**config.mk**
```make
export PLATFORM = sky130hd
export DESIGN_NAME = parking_ctrl_n
export DESIGN_NICKNAME = d
export VERILOG_FILES = /design/src/rtl/parking_ctrl_n_pkg.sv /design/src/rtl/parking_ctrl_n_prio_enc.sv /design/src/rtl/parking_ctrl_n.sv
export SDC_FILE = /design/constraint.sdc
export NUM_CORES = 1
export LEC_CHECK = 0
export CORE_MARGIN = 4
export CORE_UTILIZATION = 47
export DETAILED_ROUTE_END_ITERATION = 10
export GPL_ROUTABILITY_DRIVEN = 0
export PLACE_DENSITY = 0.77
export SYNTH_ARGS = -nofsm -noshare
export SYNTH_HDL_FRONTEND = slang
export SYNTH_SLANG_ARGS = --single-unit
```
**constraint.sdc**
```tcl
create_clock -name CLK -period 4.8 [get_ports CLK]
set_input_delay 0.48 -clock CLK [delete_from_list [all_inputs] [get_ports CLK]]
set_output_delay 0.48 -clock CLK [all_outputs]
set_load 0.01 [all_outputs]
```
**src/rtl/parking_ctrl_n_pkg.sv**
```systemverilog
// Shared types and helpers for the parking-garage controller.
package parking_ctrl_n_pkg;

  typedef enum logic {
    ST_IDLE = 1'b0,
    ST_OPEN = 1'b1
  } state_t;

  localparam int unsigned FILL_LOW  = 0;
  localparam int unsigned FILL_HIGH = 1;

  // Index width for n spots, never narrower than one bit.
  function automatic int unsigned idx_width(input int unsigned n);
    return (n > 1) ? $clog2(n) : 1;
  endfunction

endpackage

```
**src/rtl/parking_ctrl_n_prio_enc.sv**
```systemverilog
// Free-spot priority encoder: picks the lowest or highest free index.
module park_prio_enc
  import parking_ctrl_n_pkg::*;
#(
  parameter int unsigned N           = 8,
  parameter int unsigned FILL_POLICY = FILL_LOW,
  localparam int unsigned IW         = idx_width(N)
) (
  input  logic [N-1:0]  free_i,
  output logic [IW-1:0] idx_o,
  output logic          valid_o
);

  // Last hit wins: descending scan keeps the lowest, ascending keeps the highest.
  always_comb begin
    idx_o   = (FILL_POLICY == FILL_HIGH) ? IW'(N - 1) : '0;
    valid_o = 1'b0;
    for (int unsigned i = 0; i < N; i++) begin
      if (FILL_POLICY == FILL_HIGH) begin
        if (free_i[i]) begin
          idx_o   = IW'(i);
          valid_o = 1'b1;
        end
      end else if (free_i[N-1-i]) begin
        idx_o   = IW'(N - 1 - i);
        valid_o = 1'b1;
      end
    end
  end

endmodule

```
**src/rtl/parking_ctrl_n.sv**
```systemverilog
// Parking-garage controller: occupancy bitmap, nearest-spot assignment,
// timed gate light, full flag and one-cycle reject pulse.
module parking_ctrl_n
  import parking_ctrl_n_pkg::*;
#(
  parameter int unsigned NUM_SPOTS   = 8,
  parameter int unsigned DOOR_CYCLES = 16,
  parameter int unsigned FILL_POLICY = FILL_LOW,
  localparam int unsigned IDXW       = idx_width(NUM_SPOTS),
  localparam int unsigned CNTW       = $clog2(NUM_SPOTS + 1)
) (
  input  logic                 CLK,
  input  logic                 RST,
  input  logic                 entry,
  input  logic                 exit,
  input  logic [IDXW-1:0]      Ex,
  output logic [NUM_SPOTS-1:0] parking_lights,
  output logic [CNTW-1:0]      capacity,
  output logic [IDXW-1:0]      nearest_park,
  output logic                 nearest_valid,
  output logic                 light_door_open,
  output logic                 light_full_garage,
  output logic                 reject
);

  localparam int unsigned DW = $clog2(DOOR_CYCLES + 1);
  localparam logic [IDXW-1:0] NEAR_RST =
    (FILL_POLICY == FILL_HIGH) ? IDXW'(NUM_SPOTS - 1) : '0;

  state_t               state_q;
  logic [DW-1:0]        dwell_q;
  logic [NUM_SPOTS-1:0] lights_q, lights_d;
  logic [CNTW-1:0]      cap_q, cap_d, occ;
  logic [IDXW-1:0]      near_q, near_d;
  logic                 valid_q, valid_d;
  logic                 reject_q, reject_d;
  logic                 entry_ok, exit_ok, accept;

  // Judge both events against pre-event state; the entry uses the registered
  // nearest spot, which is free, so it can never collide with the exiting spot.
  always_comb begin
    entry_ok = (state_q == ST_IDLE) && entry && (cap_q != '0);
    exit_ok  = (state_q == ST_IDLE) && exit && (32'(Ex) < NUM_SPOTS) && lights_q[Ex];
    accept   = entry_ok || exit_ok;
    reject_d = (entry && !entry_ok) || (exit && !exit_ok);
    lights_d = lights_q;
    if (entry_ok) lights_d[near_q] = 1'b1;
    if (exit_ok)  lights_d[Ex]     = 1'b0;
    occ = '0;
    for (int unsigned i = 0; i < NUM_SPOTS; i++) begin
      occ = occ + CNTW'(lights_d[i]);
    end
    cap_d = CNTW'(NUM_SPOTS) - occ;
  end

  park_prio_enc #(
    .N          (NUM_SPOTS),
    .FILL_POLICY(FILL_POLICY)
  ) u_enc (
    .free_i (~lights_d),
    .idx_o  (near_d),
    .valid_o(valid_d)
  );

  // Gate FSM: dwell counts 1..DOOR_CYCLES while open, refusing new events.
  always_ff @(posedge CLK) begin
    if (RST) begin
      state_q <= ST_IDLE;
      dwell_q <= '0;
    end else begin
      case (state_q)
        ST_IDLE: begin
          if (accept) begin
            state_q <= ST_OPEN;
            dwell_q <= DW'(1);
          end
        end
        ST_OPEN: begin
          if (dwell_q == DW'(DOOR_CYCLES)) begin
            state_q <= ST_IDLE;
            dwell_q <= '0;
          end else begin
            dwell_q <= dwell_q + DW'(1);
          end
        end
        default: begin
          state_q <= ST_IDLE;
          dwell_q <= '0;
        end
      endcase
    end
  end

  // Occupancy, derived counts and reject pulse registered together.
  always_ff @(posedge CLK) begin
    if (RST) begin
      lights_q <= '0;
      cap_q    <= CNTW'(NUM_SPOTS);
      near_q   <= NEAR_RST;
      valid_q  <= 1'b1;
      reject_q <= 1'b0;
    end else begin
      lights_q <= lights_d;
      cap_q    <= cap_d;
      near_q   <= near_d;
      valid_q  <= valid_d;
      reject_q <= reject_d;
    end
  end

  assign parking_lights    = lights_q;
  assign capacity          = cap_q;
  assign nearest_park      = near_q;
  assign nearest_valid     = valid_q;
  assign light_door_open   = (state_q == ST_OPEN);
  assign light_full_garage = (cap_q == '0);
  assign reject            = reject_q;

endmodule
```
==> results of run 1 <==
through the flow:
stage / hold WS, ps / instance area (um^2) / std cells / util / setup slack [ps]
floorplan: 463 / 1520 / 167 / - / 725
global placement: 485 / 1850 / 236 / 0.600 / 285
detailed placement: 496 / 1850 / 236 / 0.600 / 205
CTS: 517 / 1880 / 240 / 0.609 / 556
global route: 541 / 1880 / 240 / 0.609 / 350
finish: 522 / 1880 / 240 / 0.609 / 568
power breakdown:
part / leakage [nW] / internal [W] / switching [W]
logic: 0.514 / 0.0000949 / 0.0000942
registers: 0.188 / 0.000212 / 0.0000225
clock network: 0.0177 / 0.0000313 / 0.0000627
total: 0.719 / 0.000338 / 0.000179
placed cells by master (no fill, tap or decap), types with 2 or more instances in the layout:
cell type / n
and4b_1: 2
dfxtp_1: 23
nand3_1: 4
fa_1: 3
a21o_1: 2
and3_1: 4
nor2b_1: 13
mux4_2: 2
a31oi_1: 4
nand3b_1: 2
clkbuf_4: 3
a311oi_1: 4
inv_1: 10
mux2_1: 2
a21oi_1: 12
a41o_1: 3
buf_4: 8
nor2_1: 10
mux2_4: 2
o21ai_0: 4
o21ai_1: 3
clkdlybuf4s50_1: 25
a41oi_1: 4
mux2i_1: 4
or2_2: 2
nand2_1: 7
nand4_1: 2
ha_1: 8
and2_1: 3
flip-flops by register name, summed over array words and instances (netlist names):
| name | flops |
|---|---|
| dwell_q | 5 |
| nearest_park | 3 |
| capacity | 4 |
| parking_lights | 8 |
| reject | 1 |
| nearest_valid | 1 |
| light_door_open | 1 |
logic make-up (layout without fill, tap and decap cells):
logic type	after synthesis	count (layout)
muxes	10	10
adders and majority gates	11	11
DFF	23	23
xor gates and xnor gates	1	1
AOI/OAI and AO/OA	48	48
and+or+nand+nor	56	56
buffers and inverters	18	47
worst max-delay path by stage:
stage	from	to	slack (ps)	cells past startpoint
5_1_grt	Ex[0]	capacity[3]	350	12
3_3_place_gp	Ex[0]	capacity[3]	280	13
4_1_cts	Ex[0]	capacity[3]	560	12
6_report	Ex[0]	capacity[3]	570	12
2_1_floorplan	Ex[0]	capacity[3]	730	13
3_5_place_dp	Ex[0]	capacity[3]	200	12
layer usage:
metal  wire [um]  track usage  vias up  share of wire
li1            -            -      681              -
met1        1660        0.258      668           0.42
met2        1820        0.330       63           0.46
met3         336       0.0537       11          0.086
met4         104       0.0897        0          0.027
met5           0            0        -              0
layout make-up:
class | instances | area, um^2
sequential | 23 | 460
multi-input combinational | 126 | 985
inverter | 10 | 37.5
clock inverter | 1 | 5.00
fill | 289 | 1200
tap | 44 | 55.1
clock buffer | 3 | 22.5
timing repair buffer | 33 | 310
critical path: cells and delay by family:
family / cells / cell delay [ps]
fa+ha+maj: 5 / 1710
mux: 2 / 880
buf+inv: 3 / 740
compound gates: 1 / 390
simple gates: 1 / 260
==> results.ini, run 1 <==
[outcome]
outcome = finished, final reports clean

[sta]
rsz0062_at_grt = no
maxSlewViolCount = 0
fin_setup_tns_ps = 0
hold_viol_final = 0
clock_skew_ps = 7.14
final.period_utilization = 0.882
fin_crit_ps = 4230
setup-violations-final = 0
relSlewSlack = 0.495
fmax_mhz = 236
tightest_slew_ps = 756

[synth]
synth_edf_count = 0
synth-compound-area-share = 0.236
ys_seq_area_frac = 0.303
syn_nets = 185
yosys-top-cells-count = dfxtp_1, nor2b_1, a21oi_1
synth_xor_xnor_area_share = 0.00576
synth_cells = 167
ys.warnings.count = 0
synthArstFlopShare = 0
synth_top_family_by_area = compound AO/OA/AOI/OAI gates
synthAdderAreaFrac = 0.105
synth_most_common_cell = dfxtp_1
synthDistinctLibCells = 49
netlist_area_um2 = 1520
synth_top_area_cell = dfxtp_1
ys.flop_type = dfxtp_1
synth_top_area_share = 0.303
synth_mux_area_frac = 0.0905
synth_area_leaders = dfxtp_1, ha_1, nor2b_1
synth_seq_cells = 23
synth.avg_cell_area_um2 = 9.11
synth-simple-area-share = 0.210

[die]
die_w_um = 64.9
rows = 20
dieHeight_um = 64.9
die_area_um2 = 4210
ios = 26
core-area_um2 = 3080
initial_core_util = 0.494

[cts]
cts_max_path_buffers = 2
root_buffer = clkbuf_4
clk_pin_slew_ps = 130
cts_resized = 0
cts_tree = built
cts-buffers-inserted = 3
cts.sinks = 23
postCtsSetupBuffers = 0
cts.htree.levels = 1
ctsHoldBuffers = 0
clk_latency_ps = 320

[power_and_ir_drop]
irDropWorstVdd_uv = 232
power_leakage_nw = 0.719
cellPowerDensity_nw_per_um2 = 276
finalPower_w = 0.000518

[detailed_routing]
first_pass_iters = 4
via_per_inst = 5.93
antenna_left = 0
wirelength_um = 3920
drtIter0Drc = 104
wire_per_inst_um = 16.4
drc_errors = 0
vias = 1423

[min_path]
hold_path.class = reg -> reg
whs_path_depth = 2
worstHoldStart = dwell_q[4]
hold_end = dwell_q[4]

[cells_and_area]
insertedDiodeCount = 0
area_delta_synth_final_pct = 23.3
nets = 215
drive_gt1_frac = 0.112

[placed_design]
hpwl_um = 3100
io_buffer_count = 25

[grt]
grt_antenna_before_repair = 0
overflow = 0
grt_pass1_vias = 1436
grt_max_degree = 20
grt_pass1_wl_um = 6760
track_usage = 0.205

[setup_path]
crit_path_start_kind = primary input
r2r_start = capacity[3]
crit_path_frequent_cell = fa_1
crit_fanout = 13
path_cells = clkdlybuf4s50_1, buf_4, mux2_1, mux4_2, a41oi_1, fa_1, inv_1, ha_1, fa_1, fa_1, ha_1, or2_2
critical_path.max_stage_delay_ps = 540
rrSetupSlack_ps = 870
ff2ff_path_depth = 10
worst_ep_required_time_ps = 5020
critPathKind = in -> reg
critPathArrivalTime_ps = 4450
crit_path_end_kind = flip-flop
rr_endpoint = capacity[3]
slowest_stage = mux4_2

[flow_run]
cap_violations = 0

Note: power is estimated with default switching activity, not from simulation.
==> run 2, diff against run 1 <==
--- a/config.mk
+++ b/config.mk
@@ -10,6 +10,7 @@
 export DETAILED_ROUTE_END_ITERATION = 10
 export GPL_ROUTABILITY_DRIVEN = 0
 export PLACE_DENSITY = 0.77
+export RECOVER_POWER = 50
 export SYNTH_ARGS = -nofsm -noshare
 export SYNTH_HDL_FRONTEND = slang
 export SYNTH_SLANG_ARGS = --single-unit
==> constraint.sdc (replaced) <==
create_clock -name CLK -period 5.3 [get_ports CLK]
set_input_delay 0.53 -clock CLK [delete_from_list [all_inputs] [get_ports CLK]]
set_output_delay 0.53 -clock CLK [all_outputs]
set_load 0.01 [all_outputs]
==> results.ini, run 2 (synthesis results as in run 1) <==
[power_and_ir_drop]
p_comb_frac = 0.356  ; -0.009
switching_power_w = 0.000158  ; -12%
power_leakage_nw = 0.732  ; +1.7%
irDropWorstVdd_uv = 169  ; -27%
cellPowerDensity_nw_per_um2 = 248  ; -10%
intPower_w = 0.000296  ; -12%
finalPower_w = 0.000454  ; -12%
seq_power_share = 0.465  ; +0.012
pwr-share-clk = 0.179  ; -0.003
switching_share = 0.348  ; +0.000981

[sta]
relSlewSlack = 0.513  ; +0.0183
fin_crit_ps = 4620
rsz0062_at_grt = no
timing.final.ws_setup_ps = 682  ; +114 ps
clock_skew_ps = 3.36  ; -3.78 ps
final.period_utilization = 0.871
fin_setup_tns_ps = 0  ; unchanged
setup-violations-final = 0  ; unchanged
tightest_slew_ps = 728  ; -27.4 ps
hold_viol_final = 0  ; unchanged
maxSlewViolCount = 0  ; unchanged
fmax_mhz = 217
fin_hold_ws_ps = 520  ; -1.87 ps

[cts]
cts_resized = 0  ; unchanged
cts.sinks = 23  ; unchanged
postCtsSetupBuffers = 0  ; unchanged
root_buffer = clkbuf_4
cts.htree.levels = 1  ; unchanged
cts_max_path_buffers = 2  ; unchanged
clk_latency_ps = 310  ; about the same
clk_pin_slew_ps = 130  ; about the same
cts-buffers-inserted = 3  ; unchanged
cts_tree = built
ctsHoldBuffers = 0  ; unchanged

[grt]
grt_pass1_vias = 1399  ; -2.6%
track_usage = 0.199  ; -0.00634
grt_max_degree = 20  ; unchanged
grt_pass1_wl_um = 6640  ; -1.6%
grt_antenna_before_repair = 0  ; unchanged
overflow = 0  ; unchanged

[detailed_routing]
first_pass_iters = 4  ; unchanged
via_per_inst = 6.13  ; +3.4%
drc_errors = 0  ; unchanged
wire_per_inst_um = 16.5  ; +1.1%
drtIter0Drc = 87  ; -16%
antenna_left = 0  ; unchanged
vias = 1441  ; +1.3%
wirelength_um = 3890  ; -0.99%

[setup_path]
crit_fanout = 11  ; -2
worst_ep_required_time_ps = 5510  ; +490 ps
slowest_stage = dlygate4sd3_1
crit_path_frequent_cell = fa_1
path_cells = dlygate4sd3_1, mux2_1, mux4_2, a41oi_1, fa_1, inv_1, ha_1, fa_1, fa_1, ha_1, or2_2
critical_path.max_stage_delay_ps = 870  ; +330 ps
crit_family = adder cells
worstSetupPathDepth = 11  ; -1
critPathKind = in -> reg
crit_path_end_kind = flip-flop
path_buf_inv = 2  ; -1
ff2ff_path_depth = 10  ; unchanged
crit_path_start_kind = primary input
critPathArrivalTime_ps = 4830  ; +380 ps

[placed_design]
hpwl_um = 3110  ; +0.23%
io_buffer_count = 25  ; unchanged
dp_slack_ps = 393  ; +188 ps
placed_cells = 231  ; -2.1%

[cells_and_area]
area_delta_synth_final_pct = 20.6
final_common_cell = dfxtp_1
drive_gt1_frac = 0.0838  ; -0.0285
most-common-layout-cells = dfxtp_1, dlygate4sd3_1, nor2b_1
nets = 210  ; -2.3%
largest_reg_flops = 8  ; unchanged
nFillCells = 285  ; -1.4%
fin_cells = 235  ; -2.1%
insertedDiodeCount = 0  ; unchanged

[die]
initial_core_util = 0.494  ; unchanged
ios = 26  ; unchanged
dieHeight_um = 64.9  ; unchanged
core-area_um2 = 3080  ; unchanged
die_w_um = 64.9  ; unchanged
die_area_um2 = 4210  ; unchanged
rows = 20  ; unchanged

[min_path]
whs_path_depth = 2  ; unchanged
hold_path.class = reg -> reg

[flow_run]
cap_violations = 0  ; unchanged

[outcome]
outcome = finished, final reports clean

## run 2: changes by cell type in the layout (fill, tap and decap cells not counted)
cell | previous run | this run
dlygate4sd3_1 | 0 | 19
clkbuf_1 | 0 | 1
clkdlybuf4s50_1 | 25 | 6
buf_4 | 8 | 2
## run 2: per-stage QoR
stage,area [um^2],utilization
after floorplan,1520,-
after global placement,1810,0.588
after detailed placement,1810,0.588
after CTS,1840,0.597
after global routing,1830,0.596
final,1830,0.596
## run 2: worst reg2reg max path, stage by stage (launching register included)
cell	delay (ps)
dfxtp_1	330
or4_1	790
a31oi_1	420
a21oi_1	160
fa_1	570
inv_1	40
ha_1	180
fa_1	500
fa_1	430
ha_1	180
or2_2	270
## run 2: layout make-up
class	count	area, um^2	share of cell area
well taps	44	55.1	0.0300
repair buffers	28	269	0.147
flip-flops and latches	23	460	0.251
inverters	10	37.5	0.0205
multi-input cells	126	985	0.537
clock buffers	3	22.5	0.0123
clock inverters	1	5.00	0.00273
## run 2: final timing paths
path	to	slack (ps)	start
max	capacity[3]	680	Ex[0]
min	dwell_q[4]	520	dwell_q[4]
max reg2reg	capacity[3]	1330	capacity[3]
min reg2reg	dwell_q[4]	520	dwell_q[4]
## run 2: routing by layer
| metal | global-route usage | share of wire | vias up |
|---|---|---|---|
| met1 | 0.261 | 0.42 | 695 |
| met5 | 0 | 0 | - |
| met2 | 0.327 | 0.49 | 71 |
| met4 | 0.0580 | 0.0093 | 0 |
| met3 | 0.0416 | 0.079 | 6 |
| li1 | - | - | 669 |
## run 2: power groups by stage
stage | combinational [W] | sequential [W] | clock, W
final | 0.000162 | 0.000211 | 0.0000811
after global routing | 0.000182 | 0.000215 | 0.0000908
after CTS | 0.000170 | 0.000212 | 0.0000830
after detailed placement | 0.000169 | 0.000216 | 0
after global placement | 0.000163 | 0.000215 | 0
after floorplan | 0.0000970 | 0.000217 | 0
==> RTL change 1: new RTL, flow settings as in run 1 <==
The parameter `NUM_SPOTS` goes from 8 to 16.
--- a/src/rtl/parking_ctrl_n.sv
+++ b/src/rtl/parking_ctrl_n.sv
@@ -4,5 +4,5 @@
   import parking_ctrl_n_pkg::*;
 #(
-  parameter int unsigned NUM_SPOTS   = 8,
+  parameter int unsigned NUM_SPOTS   = 16,
   parameter int unsigned DOOR_CYCLES = 16,
   parameter int unsigned FILL_POLICY = FILL_LOW,
Ports: changed (resized Ex, capacity, nearest_park and parking_lights); port bits go from 26 to 37. The function was not compared with the original's and may differ.
==> RTL change 1 against run 1 <==
  * The run now ends with setup timing left
  * Critical path type unchanged
  * Critical endpoint is now capacity[3]
  * First-iteration DRC count grew to 2.6 times the old value
  * Core utilization is 13 points higher
  * Sequential cell count is 10 higher
  * Synthesized area is 43% higher
  * Setup slack worse by 0.63 ns
  * Sequential power is 41% higher
  * Via count is 59% higher
  * Total power is 73% higher
  * Design area is 73% higher
  * Routed wire length is 78% higher
==> RTL change 1: results <==
set metrics [dict create \
    synthTopCellsByCount "33 x dfxtp_1, 26 x inv_1, 23 x nor2_1, 17 x ha_1, 11 x nand2_1" \
    dp_hpwl_um 4870 \
    synth.area.top_cells "dfxtp_1 30%, ha_1 9.8%, fa_1 9.2%, mux4_2 5.2%, inv_1 4.5%" \
    cts_root_buf "clkbuf_8" \
    clk_latency_ns 0.29 \
    arrival_ns 5.02 \
    synth_cell_types 45 \
    leakage_uw 0.00134 \
    ir_drop_uv 156 \
    largest_register_ffs 16 \
    totalWireLength_um 6990 \
    p_switching_uw 297 \
    grt_max_degree 29 \
    dr.pass1.iters 5 \
    crit_slowest_cell "fa_2" \
    violations "setup timing" \
    yosysSeqAreaShare_pct 30.4 \
    finalClockSkew_ns 0.0128 \
    grt_pass1_wl_um 11200 \
    syn-num-nets 274 \
    crit_fanout 5 \
    nFillCells 304 \
    setup_violations 2 \
    grt_usage_pct 24.1 \
    outcome "finished, violations left" \
    placed_area_um2 2930 \
    fin_ws_ns -0.0636 \
]
==> RTL change 1: cell families (layout without fill, tap and decap cells) <==
group                    after synthesis  after routing  synth area share, %
AO/OA/AOI/OAI                         53             53                 17.0
XOR/XNOR                               2              2                0.806
adder cells (fa/ha/maj)               27             27                 19.0
buffers and inverters                 37            130                 6.85
flip-flops                            33             33                 30.4
multiplexers                           5              5                 5.18
AND/OR/NAND/NOR                       82             82                 20.7
==> RTL change 1: worst register-to-register path, cell delays in order (launching register included) <==
cell and delay [ns]:
dfxtp_4 0.36, mux4_2 0.48, nand3b_1 0.23, o22a_1 0.23
inv_2 0.06, fa_1 0.52, ha_2 0.18, inv_2 0.04
fa_1 0.49, fa_2 0.54, inv_2 0.04, fa_2 0.34
inv_2 0.06, fa_1 0.40, inv_1 0.07, ha_2 0.16
fa_1 0.39, nor2b_1 0.13
==> RTL change 1: timing repair <==
item,4_1_cts,5_1_grt
pin swaps,16,5
buffers inserted,8,4
setup endpoints to repair,3,2
gates resized for setup,35,9
==> RTL change 1: worst paths after layout <==
check / from / end / slack (ns) / depth (start not counted)
worst max-delay path: Ex[2] / capacity[3] / -0.06 / 19
worst min-delay path: dwell_q[4] / dwell_q[4] / 0.50 / 1
worst max register to register: parking_lights[3] / capacity[3] / -0.05 / 17
worst min register to register: dwell_q[4] / dwell_q[4] / 0.50 / 1
==> RTL change 1: metal layers <==
| metal | global-route usage (%) | part of all wire [%] | up-vias |
|---|---|---|---|
| li1 | - | - | 1043 |
| met1 | 29.4 | 40 | 1071 |
| met2 | 38.7 | 48 | 117 |
| met3 | 6.74 | 7.8 | 36 |
| met4 | 11.6 | 4.3 | 0 |
| met5 | 0 | 0 | - |
==> RTL change 1: cell type report <==
type,instances,area [um2],share of cell area (%)
Multi-Input combinational cell,169,1540,47.3
Inverter,28,105,3.23
Tap cell,52,65.1,2.00
Sequential cell,33,666,20.5
Timing Repair Buffer,95,793,24.4
Clock buffer,7,86.3,2.65
==> RTL change 1: per-stage QoR <==
step	power (uW)	setup slack (ns)	TNS (ns)
after floorplan	511	-0.0917	-0.112
after global placement	648	-0.591	-1.42
after detailed placement	655	-0.619	-1.49
after CTS	895	-0.0113	-0.0113
after global routing	950	-0.233	-0.448
final	898	-0.0636	-0.101
==> RTL change 1: power groups by stage <==
stage          clock, uW  combinational (uW)  sequential [uW]
2_1_floorplan          0                 163              348
3_3_place_gp           0                 313              335
3_5_place_dp           0                 319              336
4_1_cts              218                 348              330
5_1_grt              233                 384              334
6_report             216                 351              330
==> RTL change 2: new RTL, flow settings as in run 1 <==
Without the edit above. Reset style: asynchronous (`RST`), changed in 2 clocked blocks.
--- a/src/rtl/parking_ctrl_n.sv
+++ b/src/rtl/parking_ctrl_n.sv
@@ -64,5 +64,5 @@
 
   // Gate FSM: dwell counts 1..DOOR_CYCLES while open, refusing new events.
-  always_ff @(posedge CLK) begin
+  always_ff @(posedge CLK or posedge RST) begin
     if (RST) begin
       state_q <= ST_IDLE;
@@ -93,5 +93,5 @@
 
   // Occupancy, derived counts and reject pulse registered together.
-  always_ff @(posedge CLK) begin
+  always_ff @(posedge CLK or posedge RST) begin
     if (RST) begin
       lights_q <= '0;
Behaviour: differs if RST is asserted again (counterexample within 4 cycles, from zero or initial values and one cycle with RST high); with RST held inactive, the same outputs for 10 cycles.
==> RTL change 2 against run 1 <==
  * Design area is the same
  * Worst hold slack gained 0.051 ns
  * Routed wire length shrank 12%
  * Fmax grew 4.7%
  * Synthesized area grew 3.0%
  * Sequential cell count is the same
  * Setup slack gained 0.19 ns
  * Critical path type unchanged
  * Highest routed layer unchanged
Power is not compared: it rests on default switching activity, and its combinational part moved more than twofold at a synthesized area within 25%.
==> RTL change 2: results <==
set metrics [dict create \
    syn-num-nets 166 \
    synth_xor_area_share_pct 1.12 \
    ys.warnings.count 0 \
    nets 193 \
    async_flop_share_pct 100 \
    synth_cell_types 55 \
    crit_fanout 12 \
    worst_slew_pin_slew_ns 0.874 \
    drive_gt1_share_pct 12.6 \
    cts-buffers-inserted 3 \
    synth.area.top_cells "dfrtp_1 34%, ha_1 5.6%, fa_1 3.8%, dfstp_2 3.4%, inv_1 3.4%" \
    synthAdderAreaFrac_pct 9.42 \
    dr.pass1.iters 4 \
    grt_pass1_wl_um 5850 \
    grt_usage_pct 17.8 \
    arrival_ns 4.25 \
    avgRoutedWirePerCell_um 15.8 \
    portBuffers 25 \
    dp_slack_ns 0.434 \
    drt_iter0_markers 63 \
    timing.rr.start "capacity[1]" \
    worstHoldStart "dwell_q[1]" \
    utilization_pct 60.0 \
    clk_pin_slew_ns 0.13 \
    finalClockSkew_ns 0.00242 \
    yosysSeqAreaShare_pct 36.9 \
    outcome "completed" \
    ir_drop_uv 347 \
    muxShareOfSynthArea_pct 4.23 \
    synthTopCellsByCount "21 x dfrtp_1, 14 x inv_1, 8 x a21oi_1, 7 x ha_1, 6 x nor2_1" \
    grt_max_degree 24 \
    num_vias 1222 \
    nFillCells 287 \
    dp_hpwl_um 2810 \
    synth_compound_area_share_pct 24.4 \
]
==> RTL change 2: cell types whose count changed in the layout (fill, tap and decap cells not counted), moves of 7 or more <==
cell	before	now
dfxtp_1	23	0
dfrtp_1	0	21
nor2b_1	13	3
buf_4	8	1
==> RTL change 2: critical path, stage by stage <==
cell and delay [ns]:
clkdlybuf4s50_1 0.63, or2_1 0.34, or2_1 0.29, a2111oi_2 0.37
a21oi_1 0.17, fa_1 0.51, inv_1 0.05, ha_1 0.19
fa_1 0.50, fa_1 0.44, ha_1 0.29
==> RTL change 2: power by group through the flow <==
stage / clock (uW) / combinational, uW / sequential [uW]
3_5_place_dp: 0 / 423 / 336
4_1_cts: 92.7 / 428 / 332
3_3_place_gp: 0 / 395 / 332
2_1_floorplan: 0 / 244 / 338
5_1_grt: 103 / 474 / 345
6_report: 89.9 / 417 / 334
==> RTL change 2: layout make-up <==
class,instances,area share (%)
well taps,44,2.94
multi-input cells,107,47.8
flip-flops and latches,23,30.8
repair buffers,26,13.7
clock buffers,3,1.20
clock inverters,1,0.267
inverters,15,3.27
==> RTL change 2: final timing paths <==
path | endpoint | slack, ns | cells past startpoint
setup / recovery | capacity[2] | 0.76 | 11
hold / removal | dwell_q[1] | 0.57 | 1
max in group asynchronous | dwell_q[4] | 3.63 | 2
hold reg to reg | dwell_q[1] | 0.57 | 1
min in group asynchronous | dwell_q[1] | 0.64 | 2
setup reg to reg | capacity[2] | 1.08 | 9
==> RTL change 2: metal layers <==
layer / GRT usage (%) / wire, um
met1: 25.0 / 1720
met2: 26.8 / 1530
met3: 4.44 / 163
met4: 5.70 / 40
met5: 0 / 0
==> RTL change 2: metrics by stage <==
step,std cells,hold WS (ns)
global placement,215,0.534
detailed placement,215,0.542
floorplan,149,0.480
global route,219,0.608
CTS,219,0.580
finish,219,0.573
